## src/rtl/rega_pkg.sv

```systemverilog
// Shared types and constants for the irrigation status LED matrix.
//   Defines the matrix geometry, the Nivel/Modo encodings, the scan state enum,
//   the image flag payload, and the status-to-flags decoder.
package rega_pkg;

    localparam int unsigned NUM_ROWS = 7;
    localparam int unsigned NUM_COLS = 5;
    localparam logic [2:0]  ROW_BLANK = 3'd7;

    localparam logic [1:0] NIVEL_CRITICO = 2'b00;
    localparam logic [1:0] NIVEL_BAIXO   = 2'b01;
    localparam logic [1:0] NIVEL_MEDIO   = 2'b10;
    localparam logic [1:0] NIVEL_ALTO    = 2'b11;

    localparam logic MODO_GOTEJAMENTO = 1'b0;
    localparam logic MODO_ASPERSAO    = 1'b1;

    typedef enum logic {
        BLANK = 1'b0,
        SCAN  = 1'b1
    } scan_state_t;

    // Synchronised irrigation status as sampled from the async sources
    typedef struct packed {
        logic       modo;
        logic [1:0] nivel;
    } status_t;

    // One-hot image flags handed to the matrix driver
    typedef struct packed {
        logic critico;
        logic baixo;
        logic medio;
        logic alto;
        logic aspersao;
        logic gotejamento;
    } img_flags_t;

    // Status -> one level flag plus one mode flag
    function automatic img_flags_t decode_status(status_t s);
        img_flags_t f;
        f = '0;
        case (s.nivel)
            NIVEL_CRITICO: f.critico = 1'b1;
            NIVEL_BAIXO:   f.baixo   = 1'b1;
            NIVEL_MEDIO:   f.medio   = 1'b1;
            NIVEL_ALTO:    f.alto    = 1'b1;
        endcase
        f.aspersao    = (s.modo == MODO_ASPERSAO);
        f.gotejamento = (s.modo == MODO_GOTEJAMENTO);
        return f;
    endfunction

endpackage

```

## src/rtl/sync_2ff.sv

```systemverilog
// Two-flop synchroniser for slow asynchronous level inputs.
//   clk   : sampling clock
//   rst_n : async active-low reset, clears both stages
//   d     : asynchronous input bus
//   q     : synchronised output (two-cycle latency)
module sync_2ff #(
    parameter int unsigned WIDTH = 1
) (
    input  logic             clk,
    input  logic             rst_n,
    input  logic [WIDTH-1:0] d,
    output logic [WIDTH-1:0] q
);

    logic [WIDTH-1:0] meta_q;

    always_ff @(posedge clk or negedge rst_n) begin
        if (!rst_n) begin
            meta_q <= '0;
            q      <= '0;
        end else begin
            meta_q <= d;
            q      <= meta_q;
        end
    end

endmodule

```

## src/rtl/matriz_scan_ctrl.sv

```systemverilog
// Row-scan timing and image source selection for the 7x5 LED matrix.
//   Clock, Reset_n   : system clock, async active-low reset
//   Enable           : 1 = scanning, 0 = blanked
//   Nivel, Modo      : async irrigation status (synchronised internally)
//   Clock_Linhas     : active row 0..6, 7 = blank
//   img_sel          : 0 = level image, 1 = mode image
//   Critico..Alto    : one-hot level flags, Aspersao/Gotejamento : mode flags
//   Frame_Start      : one-cycle pulse when row 0 becomes active
module matriz_scan_ctrl
    import rega_pkg::*;
#(
    parameter int unsigned ROW_DIV    = 50000,
    parameter int unsigned IMG_FRAMES = 128
) (
    input  logic       Clock,
    input  logic       Reset_n,
    input  logic       Enable,
    input  logic [1:0] Nivel,
    input  logic       Modo,
    output logic [2:0] Clock_Linhas,
    output logic       img_sel,
    output logic       Critico,
    output logic       Baixo,
    output logic       Medio,
    output logic       Alto,
    output logic       Aspersao,
    output logic       Gotejamento,
    output logic       Frame_Start
);

    localparam int unsigned PW = $clog2(ROW_DIV);
    localparam int unsigned FW = (IMG_FRAMES > 1) ? $clog2(IMG_FRAMES) : 1;
    localparam logic [PW-1:0] PRESC_LAST = PW'(ROW_DIV - 1);
    localparam logic [FW-1:0] FRAME_LAST = FW'(IMG_FRAMES - 1);
    localparam logic [2:0]    ROW_LAST   = 3'(NUM_ROWS - 1);

    status_t status_s;

    sync_2ff #(.WIDTH(3)) u_sync (
        .clk   (Clock),
        .rst_n (Reset_n),
        .d     ({Modo, Nivel}),
        .q     (status_s)
    );

    scan_state_t   state_q, state_d;
    logic [2:0]    row_q, row_d;
    logic [PW-1:0] presc_q, presc_d;
    logic [FW-1:0] fcnt_q, fcnt_d;
    logic          img_q, img_d;
    logic          fs_q, fs_d;
    img_flags_t    flags_q, flags_d;

    // State and datapath registers
    always_ff @(posedge Clock or negedge Reset_n) begin
        if (!Reset_n) begin
            state_q <= BLANK;
            row_q   <= ROW_BLANK;
            presc_q <= '0;
            fcnt_q  <= '0;
            img_q   <= 1'b0;
            fs_q    <= 1'b0;
            flags_q <= '0;
        end else begin
            state_q <= state_d;
            row_q   <= row_d;
            presc_q <= presc_d;
            fcnt_q  <= fcnt_d;
            img_q   <= img_d;
            fs_q    <= fs_d;
            flags_q <= flags_d;
        end
    end

    // Next-state: row stepping, frame wrap, image alternation, shadow reload
    always_comb begin
        state_d = state_q;
        row_d   = row_q;
        presc_d = presc_q;
        fcnt_d  = fcnt_q;
        img_d   = img_q;
        fs_d    = 1'b0;
        flags_d = flags_q;
        case (state_q)
            BLANK: begin
                row_d   = ROW_BLANK;
                presc_d = '0;
                fcnt_d  = '0;
                if (Enable) begin
                    state_d = SCAN;
                    row_d   = 3'd0;
                    fs_d    = 1'b1;
                    flags_d = decode_status(status_s);
                end
            end
            SCAN: begin
                // Disable wins over any row/frame tick on the same edge
                if (!Enable) begin
                    state_d = BLANK;
                    row_d   = ROW_BLANK;
                    presc_d = '0;
                    fcnt_d  = '0;
                end else if (presc_q == PRESC_LAST) begin
                    presc_d = '0;
                    if (row_q == ROW_LAST) begin
                        row_d   = 3'd0;
                        fs_d    = 1'b1;
                        flags_d = decode_status(status_s);
                        if (fcnt_q == FRAME_LAST) begin
                            fcnt_d = '0;
                            img_d  = ~img_q;
                        end else begin
                            fcnt_d = fcnt_q + FW'(1);
                        end
                    end else begin
                        row_d = row_q + 3'd1;
                    end
                end else begin
                    presc_d = presc_q + PW'(1);
                end
            end
            default: begin
                state_d = BLANK;
                row_d   = ROW_BLANK;
            end
        endcase
    end

    assign Clock_Linhas = row_q;
    assign img_sel      = img_q;
    assign Frame_Start  = fs_q;
    assign Critico      = flags_q.critico;
    assign Baixo        = flags_q.baixo;
    assign Medio        = flags_q.medio;
    assign Alto         = flags_q.alto;
    assign Aspersao     = flags_q.aspersao;
    assign Gotejamento  = flags_q.gotejamento;

endmodule

```

## config.mk

```make
export PLATFORM = sky130hd
export DESIGN_NAME = matriz_scan_ctrl
export DESIGN_NICKNAME = d
export VERILOG_FILES = /design/src/rtl/rega_pkg.sv /design/src/rtl/sync_2ff.sv /design/src/rtl/matriz_scan_ctrl.sv
export SDC_FILE = /design/constraint.sdc
export NUM_CORES = 1
export LEC_CHECK = 0
export ABC_AREA = 1
export BUFFER_PORTS_ARGS = -buffer_cell sky130_fd_sc_hd__buf_2
export CORE_MARGIN = 1
export CORE_UTILIZATION = 40
export CTS_CLUSTER_SIZE = 28
export DETAILED_ROUTE_END_ITERATION = 10
export HOLD_SLACK_MARGIN = 0.05
export PLACE_DENSITY = 0.61
export SYNTH_ARGS = -nofsm -noshare
export SYNTH_HDL_FRONTEND = slang
export SYNTH_SLANG_ARGS = --single-unit
```

## constraint.sdc

```tcl
create_clock -name Clock -period 1.5 [get_ports Clock]
set_input_delay 0.225 -clock Clock [delete_from_list [all_inputs] [get_ports Clock]]
set_output_delay 0.225 -clock Clock [all_outputs]
set_load 0.05 [all_outputs]
```

Word-level counts from Yosys, hierarchy flattened:

Index checks and enable logic that the tools add are counted.
Widths: inputs -> output; s select.

* output and inout bits: 11
* word-level logic and storage cells: 63
* flip-flop bits (word level): 41
* input port bits: 6

* mux-type cells: 27
* eq/ne operators: 12
* add/sub/neg operators: 3
* reductions and logical operators: 4
* bitwise logic cells: 3

Operator list (number)
* $mux 16: 2
* $pmux 16 s2: 1
* $mux 7: 4
* $mux 6: 4
* $add 16x1->16 const B: 1
* $eq 16x16->1 const B: 1
* $pmux 7 s2: 1
* $mux 3: 4
* $pmux 6 s2: 1
* $mux 1: 8
* $add 7x1->7 const B: 1
* $eq 7x7->1 const B: 1
* $ne 3x2->1 const B: 2
* $pmux 3 s2: 1
* $reduce_and 5->1: 1
* $eq 2x2->1 const B: 2
* $ne 2x1->1 const B: 2
* $ne 2x2->1 const B: 2
* $reduce_and 4->1: 1
* $add 3x1->3 const B: 1
* $eq 3x3->1 const B: 1
* $not 1->1: 3
* $eq 2x1->1 const B: 1
* $logic_not 2->1: 1
* 2 further kinds: 2

Depth between registers and ports, before layout:

Gate-level depths: netlist (run 1).

* depth after elaboration: 6
* depth in mapped cells: 9
* gate-level depth less buffers: 9

Cells and area by module:

A second synthesis (run 1) with hierarchy kept.

* cell total of the unflattened synthesis: 253
* area total of the unflattened synthesis: 2047.0 µm²

Modules (own cells, without submodules)
* matriz_scan_ctrl: seq. area each 879.6 µm², cells each 247, times used 1, area an instance 1896.8 µm²
* sync_2ff: seq. area each 150.1 µm², cells each 6, times used 1, area an instance 150.1 µm²

Worst setup path before layout (run 1):

OpenSTA, ideal clock, no wires.

* kind: register to register
* from: register row_q[1], in the netlist Clock_Linhas[1]
* to: register fcnt_q[0]
* library setup time: 0.065 ns
* required time: 1.435 ns
* slack: -0.043 ns
* cell stages (with the launch flop): 7
* period minus slack after synthesis: 1.543 ns
* arrival time: 1.478 ns
* path buffers: 0
* path through: dfstp_2 -> inv_2 -> nor3_4 -> nand3_4 -> nor2_8 -> nand3_1 -> nand2_1

* cells in the longest elaborated chain, start to end: 3

Ends and longest elaborated chain
* from (decl): RTL line matriz_scan_ctrl.sv:47 `logic [2:0] row_q, row_d;`
* from (signal assigned): RTL line matriz_scan_ctrl.sv:66 `row_q <= row_d;`
* $eq 3x3->1: RTL line matriz_scan_ctrl.sv:105 `if (row_q == ROW_LAST) begin`
* $ne 3x2->1 (no line)
* $reduce_and 2->1 (no line)
* to (signal assigned): RTL line matriz_scan_ctrl.sv:68 `fcnt_q <= fcnt_d;`
* to (decl): RTL line matriz_scan_ctrl.sv:49 `logic [FW-1:0] fcnt_q, fcnt_d;`

Every way passes these cells.
A chain may end at the register's enable or synchronous reset.

Worst setup path in the final report (run 1):

* from: register presc_q[1]
* to: register flags_q, in the netlist Critico

* cells in the longest elaborated chain, start to end: 3

Ends and longest elaborated chain
* from (decl): RTL line matriz_scan_ctrl.sv:48 `logic [PW-1:0] presc_q, presc_d;`
* from (signal assigned): RTL line matriz_scan_ctrl.sv:67 `presc_q <= presc_d;`
* $eq 16x16->1: RTL line matriz_scan_ctrl.sv:103 `end else if (presc_q == PRESC_LAST) begin`
* $ne 2x1->1 (no line)
* $reduce_and 4->1 (no line)
* to (signal assigned): RTL line matriz_scan_ctrl.sv:71 `flags_q <= flags_d;`
* to (decl): RTL line matriz_scan_ctrl.sv:52 `img_flags_t flags_q, flags_d;`

Every way passes these cells.

==> impl_metrics.csv, run 1 <==
group,metric,value,unit
power_and_ir_drop,p_int,0.00163,W
outcome,failed_checks,"setup timing",
timing,slew_headroom,74.3,%
job,maxCapViolations,0,
logic_synthesis,synth_xor_xnor_area_share,2.12,%
logic_synthesis,syn-instance-count,246,
logic_synthesis,ys_seq_area_share,49.8,%
timing,period_minus_slack,1510,ps
logic_synthesis,ys_types,30,
power_and_ir_drop,p_seq_share,52.0,%
logic_synthesis,synth_compound_area_share,5.51,%
die,die-area,5460,um^2
die,start_util,42.6,%
critical_path,critical-path-max-stage-delay,360,ps
critical_path,critPathMaxFanout,6,
power_and_ir_drop,power.switching,0.000653,W
placed_design,placed_cells,336,
clock_tree,cts_buffers,5,
power_and_ir_drop,switching_share,28.6,%
drt,drc,0,
finish,final_nets,299,
critical_path,cp.arrival,1700,ps
power_and_ir_drop,clock_power_share,33.8,%
drt,vias_per_cell,4.76,
logic_synthesis,synth_mux_area_share,0,%
critical_path,reg2reg_depth,9,
timing,finalMaxSlewViolations,0,
critical_path,path_class,"reg2reg",
critical_path,end_kind,"flip-flop",
global_route,antenna_found_initial,0,
die,design.core.area,4850,um^2
timing,clock-skew-final,12.7,ps
logic_synthesis,synthFlopType,"dfrtp_1",
logic_synthesis,synth_fa_ha_area_share,1.21,%
hold_path,min-delay-path-class,"in2reg",
global_route,grt_pass1_wl,6860,um
drt,drt_first_pass_iters,4,
logic_synthesis,synth_top_family_by_area,"simple AND/OR/NAND/NOR gates",
drt,drtIter0Drc,91,
outcome,status,"complete, but fails checks",
die,die-width,73.9,um
die,die_y,73.9,um
drt,wl_per_cell,12.0,um
logic_synthesis,async_reset_ff_share,100,%
logic_synthesis,syn_avg_cell_area,8.40,um^2
logic_synthesis,synth_area,2070,um^2
placed_design,port_buffers,16,
timing,rsz0062_at_grt,"yes",
global_route,grt_pass1_vias,1527,
logic_synthesis,synth-simple-area-share,35.4,%
global_route,grt_usage,16.8,%
finish,drive_above_1_share,28.8,%
power_and_ir_drop,ir_drop,0.644,mV
clock_tree,cts.reportedPaths.clkPinSlew,80,ps
logic_synthesis,synth_area_leaders,"dfrtp_1, nand2_1, nand3_1",
timing,fmax,661,MHz
finish,area_growth_syn_to_layout,26.4,%
die,num_rows,25,
power_and_ir_drop,p_leak,1.22,nW
clock_tree,cts_root_buf,"clkbuf_8",
timing,finalHoldViolations,0,
hold_path,hold_depth,2,
power_and_ir_drop,powerDensity,874,nW/um^2
critical_path,worstPathCellList,"ha_2, nand2_2, nor2_2, nand3_2, nor2_4, nand3_4, buf_6, nand3_2, nand2_1",
clock_tree,htreeDepth,2,
die,io-pin-count,17,
drt,ant_nets,0,
global_route,grt_max_degree,28,
global_route,overflow,0,
clock_tree,cts_buffer_depth,2,
logic_synthesis,synth_edf_count,0,
timing,setup_ws,-12.9,ps
placed_design,dp_slack,-18.1,ps
clock_tree,clkSinkCount,41,
power_and_ir_drop,p_comb_share,14.1,%
logic_synthesis,syn_nets,254,
critical_path,worstSetupStartpointType,"flip-flop",
critical_path,worst_path_most_repeated_cell,"nand3_2",
timing,min_period_over_period,101,%
logic_synthesis,yosys.area.top_type,"dfrtp_1",
logic_synthesis,synth_seq_cells,41,
placed_design,dp.final_hpwl,2880,um
clock_tree,tritoncts,"done",
timing,worstMarginPinSlew,385,ps
logic_synthesis,yosysWarnings,0,
clock_tree,insertion_delay,300,ps
drt,wl,4310,um
placed_design,gp_congestion,0.838,
critical_path,slowest_stage,"dfrtp_1",
logic_synthesis,yosys.area.top_type_share,46.0,%
finish,insertedDiodeCount,0,
critical_path,required,1690,ps
drt,vias,1709,
finish,fin_cells,359,
timing,setup_viol,3,
## cells in the final DEF, fill, tap and decap left out, types with 3 or more instances in the layout
cell type and count:
nor2_4 5, nand4_1 3, and3_1 3, nand3b_1 4
buf_6 3, nor2_1 24, o21ai_0 5, inv_1 24
nand2_1 57, nand3_2 9, inv_2 3, nand2_2 5
buf_2 15, nor3_1 5, dlygate4sd3_1 4, o21ai_1 4
buf_4 15, clkbuf_8 6, nand3_1 21, dfrtp_1 38
a21oi_1 8, xor2_1 3, nor2_2 7
## power groups by stage
stage	clock network [W]	registers [W]	logic (W)
3_5_place_dp	0	0.00121	0.000293
2_1_floorplan	0	0.00131	0.0000903
3_3_place_gp	0	0.00121	0.000290
4_1_cts	0.000795	0.00119	0.000305
5_1_grt	0.000833	0.00119	0.000352
6_report	0.000773	0.00119	0.000323
## state kept, by name, summed over array words and instances, names as in the netlist, 3 cells and up
name and cells:
presc_q 16, fcnt_q 7, Clock_Linhas 3, u_sync.meta_q 3
u_sync.q 3
## per-stage QoR
stage	utilization, %	instance area (um^2)	power, W	hold WS, ps	setup TNS [ps]
3_5_place_dp	47.5	2300	0.00150	169	-71.8
3_3_place_gp	47.5	2300	0.00150	169	0
2_1_floorplan	-	2070	0.00141	-70.6	-8.25
6_report	53.9	2610	0.00228	258	-20.4
4_1_cts	50.5	2450	0.00229	246	0
5_1_grt	53.9	2610	0.00238	266	-1490
## layout make-up
class	count	area, um^2
fillers	425	2240
flip-flops and latches	41	1030
multi-input cells	176	1010
repair buffers	38	282
inverters	29	111
well taps	67	83.8
clock buffers	6	82.6
clock inverters	2	13.8
## metal layers
metal | vias up | GRT usage [%] | routed length (um)
met5 | - | 0 | 0
met4 | 0 | 6.41 | 51
met3 | 5 | 4.25 | 122
met2 | 26 | 24.9 | 2040
met1 | 798 | 23.6 | 2100
li1 | 880 | - | -
## critical path, delay by kind of cell (launching register included)
kind / cells / cell delay [ps]
buf+inv: 1 / 150
fa+ha+maj: 1 / 210
flops: 1 / 360
simple gates: 7 / 680
## cells in the mapped netlist, drive strengths merged, types with 2 or more instances
master	count
a21oi	9
and3	3
dfrtp	38
dfstp	3
ha	2
inv	28
nand2	64
nand3	31
nand3b	4
nand4	3
nor2	36
nor3	6
o21ai	10
xnor2	2
xor2	3
## cells by family after synthesis
logic type	count (synthesis)
compound gates	20
xor+xnor	5
fa+ha+maj	2
buf+inv	31
flops	41
simple gates	147
## what timing repair did
item	CTS	global route
cloned	0	2
gates resized for setup	2	23
pin swaps	1	17
buffers inserted	0	9
endpoints found under the setup margin	7	31
hold endpoints to repair	17	0
hold buffers	4	0
## worst paths after layout
path	from	to	slack [ps]
worst min register to register	u_sync.meta_q[2]$_DFF_PN0_	u_sync.q[2]$_DFF_PN0_	360
min in group asynchronous	Reset_n	fcnt_q[4]$_DFFE_PN0P_	370
max in group asynchronous	Reset_n	Clock_Linhas[2]$_DFFE_PN1P_	580
worst max-delay path	presc_q[1]$_DFF_PN0_	Critico$_DFFE_PN0P_	-10
worst max register to register	presc_q[1]$_DFF_PN0_	Critico$_DFFE_PN0P_	-10
worst min-delay path	Enable	state_q$_DFF_PN0_	260
Power figures use the tool's default switching activity.
==> run 2: changes to the inputs <==
--- a/config.mk
+++ b/config.mk
@@ -7,12 +7,14 @@
 export LEC_CHECK = 0
 export ABC_AREA = 1
 export BUFFER_PORTS_ARGS = -buffer_cell sky130_fd_sc_hd__buf_2
+export CELL_PAD_IN_SITES_DETAIL_PLACEMENT = 0
+export CELL_PAD_IN_SITES_GLOBAL_PLACEMENT = 1
 export CORE_MARGIN = 1
 export CORE_UTILIZATION = 40
 export CTS_CLUSTER_SIZE = 28
 export DETAILED_ROUTE_END_ITERATION = 10
 export HOLD_SLACK_MARGIN = 0.05
-export PLACE_DENSITY = 0.61
+export PLACE_DENSITY = 0.76
 export SYNTH_ARGS = -nofsm -noshare
 export SYNTH_HDL_FRONTEND = slang
 export SYNTH_SLANG_ARGS = --single-unit
==> run 2 against run 1 <==
  * The run still ends with setup timing left
  * Sequential power is essentially flat
  * Combinational power is 2% higher
  * Worst setup slack worse by 11 ps
  * Clock skew fell by 5.4 ps
  * Sequential share of layout area down 0.37 points
  * Fmax is 0.73% lower
  * Die area did not move
==> impl_metrics.csv, run 2 (same netlist as run 1, synthesis figures left out) <==
group,metric,value,unit
critical_path,reg2reg_from,"presc_q[0]$_DFF_PN0_",
critical_path,slowest_stage,"dfrtp_1",
clock_tree,cts_root_buf,"clkbuf_8",
timing,setup_viol,10,
power_and_ir_drop,ir_drop,0.576,mV
die,design.core.area,4850,um^2
drt,wl,4380,um
die,die-area,5460,um^2
finish,insertedDiodeCount,0,
drt,routed-wl-met2,1920,um
drt,highest_layer,"met4",
critical_path,worstPathCellList,"ha_4, nand2_2, nor2_2, nand3_2, nor2_4, nand4_1, nand2_1, nand2_1",
critical_path,path_class,"reg2reg",
hold_path,hold_path_startpoint,"Enable",
die,io-pin-count,17,
critical_path,worst_path_most_repeated_cell,"nand2_1",
clock_tree,tritoncts,"done",
clock_tree,htreeDepth,2,
timing,finalHoldViolations,0,
critical_path,r2r_setup_slack,-20,ps
timing,whs,272,ps
timing,worstMarginPinSlew,355,ps
finish,biggestRegsByFlops,"presc_q x16, fcnt_q x7",
global_route,grt_pass1_vias,1614,
die,die_y,73.9,um
placed_design,placed_cells,339,
placed_design,gp_congestion,0.711,
finish,final_nets,300,
global_route,antenna_found_initial,0,
global_route,grt_usage,18.0,%
outcome,failed_checks,"setup timing",
critical_path,worstSetupStartpointType,"flip-flop",
critical_path,critical-path-max-stage-delay,400,ps
finish,largest_reg_flops,16,
critical_path,critPathMaxFanout,5,
drt,vias_per_cell,4.77,
critical_path,path_buf_inv,0,
critical_path,required,1690,ps
global_route,overflow,0,
finish,drive_above_1_share,29.7,%
drt,drt_first_pass_iters,4,
die,die-width,73.9,um
critical_path,crit_start,"presc_q[0]$_DFF_PN0_",
finish,fin_cells,360,
clock_tree,cts_buffers,5,
drt,m1WireLength,2250,um
clock_tree,cts.reportedPaths.clkPinSlew,80,ps
job,maxCapViolations,0,
power_and_ir_drop,powerDensity,911,nW/um^2
timing,period_minus_slack,1520,ps
hold_path,min-delay-path-class,"in2reg",
die,num_rows,25,
critical_path,end_kind,"flip-flop",
timing,slew_headroom,76.1,%
timing,fmax,656,MHz
placed_design,dp.final_hpwl,2830,um
drt,wl_per_cell,12.2,um
timing,rsz0062_at_grt,"yes",
timing,min_period_over_period,102,%
power_and_ir_drop,p_leak,1.22,nW
finish,layout_common_cells,"nand2_1, dfrtp_1, inv_1, nand3_1, nor2_1",
die,start_util,42.6,%
finish,regMostFlops,"presc_q",
clock_tree,insertion_delay,290,ps
global_route,grt_pass1_wl,7420,um
drt,drc,0,
finish,area_growth_syn_to_layout,27.9,%
critical_path,cp.arrival,1710,ps
critical_path,cp_top_family,"simple AND/OR/NAND/NOR gates",
placed_design,port_buffers,16,
drt,drtIter0Drc,89,
global_route,grt_max_degree,42,
timing,finalMaxSlewViolations,0,
timing,clock-skew-final,7.35,ps
drt,ant_nets,0,
drt,vias,1716,
clock_tree,clkSinkCount,41,
clock_tree,cts_buffer_depth,2,
drt,routed-wl-met3,150,um
finish,final_common_cell,"nand2_1",
timing,setup_ws,-24.1,ps
outcome,status,"complete, but fails checks",
run 2: worst paths after layout:
path,cells past startpoint,end
min reg2reg,0,u_sync.q[0]$_DFF_PN0_
max reg2reg,8,img_sel$_DFFE_PN0P_
max in group asynchronous,3,Clock_Linhas[2]$_DFFE_PN1P_
min,2,state_q$_DFF_PN0_
max,8,img_sel$_DFFE_PN0P_
min in group asynchronous,3,img_sel$_DFFE_PN0P_
run 2: power breakdown:
part | total [W] | switching [W] | internal (W) | leakage [nW]
Sequential | 0.00119 | 0.0000344 | 0.00116 | 0.535
Combinational | 0.000328 | 0.000225 | 0.000103 | 0.627
Clock | 0.000891 | 0.000393 | 0.000498 | 0.0543
Total | 0.00241 | 0.000652 | 0.00176 | 1.22
run 2: layout make-up:
cell class | count | area, um^2
fill | 476 | 2200
sequential | 41 | 1040
multi-input combinational | 177 | 1020
timing repair buffer | 38 | 282
inverter | 29 | 111
tap | 67 | 83.8
clock buffer | 5 | 68.8
clock inverter | 3 | 46.3
run 2: timing repair:
item,in CTS,in global routing
hold endpoints to repair,41,0
pin swaps,4,12
gates resized for setup,6,19
setup endpoints to repair,19,34
cloned,1,2
setup buffers,1,6
hold buffers,4,0
run 2: routing by layer:
layer	global-route usage, %	up-vias
li1	-	884
met1	25.6	799
met2	27.1	28
met3	4.53	5
met4	5.13	0
met5	0	-
run 2: stage by stage:
stage	cell area (um^2)	power (W)	utilization, %	TNS (ps)	setup slack, ps
6_report	2640	0.00241	54.5	-116	-24.1
5_1_grt	2640	0.00252	54.5	-1660	-101
4_1_cts	2530	0.00243	52.2	0	0.981
3_5_place_dp	2340	0.00151	48.2	-402	-56.2
3_3_place_gp	2340	0.00151	48.2	-171	-29.4
2_1_floorplan	2070	0.00141	-	-8.25	-2.06
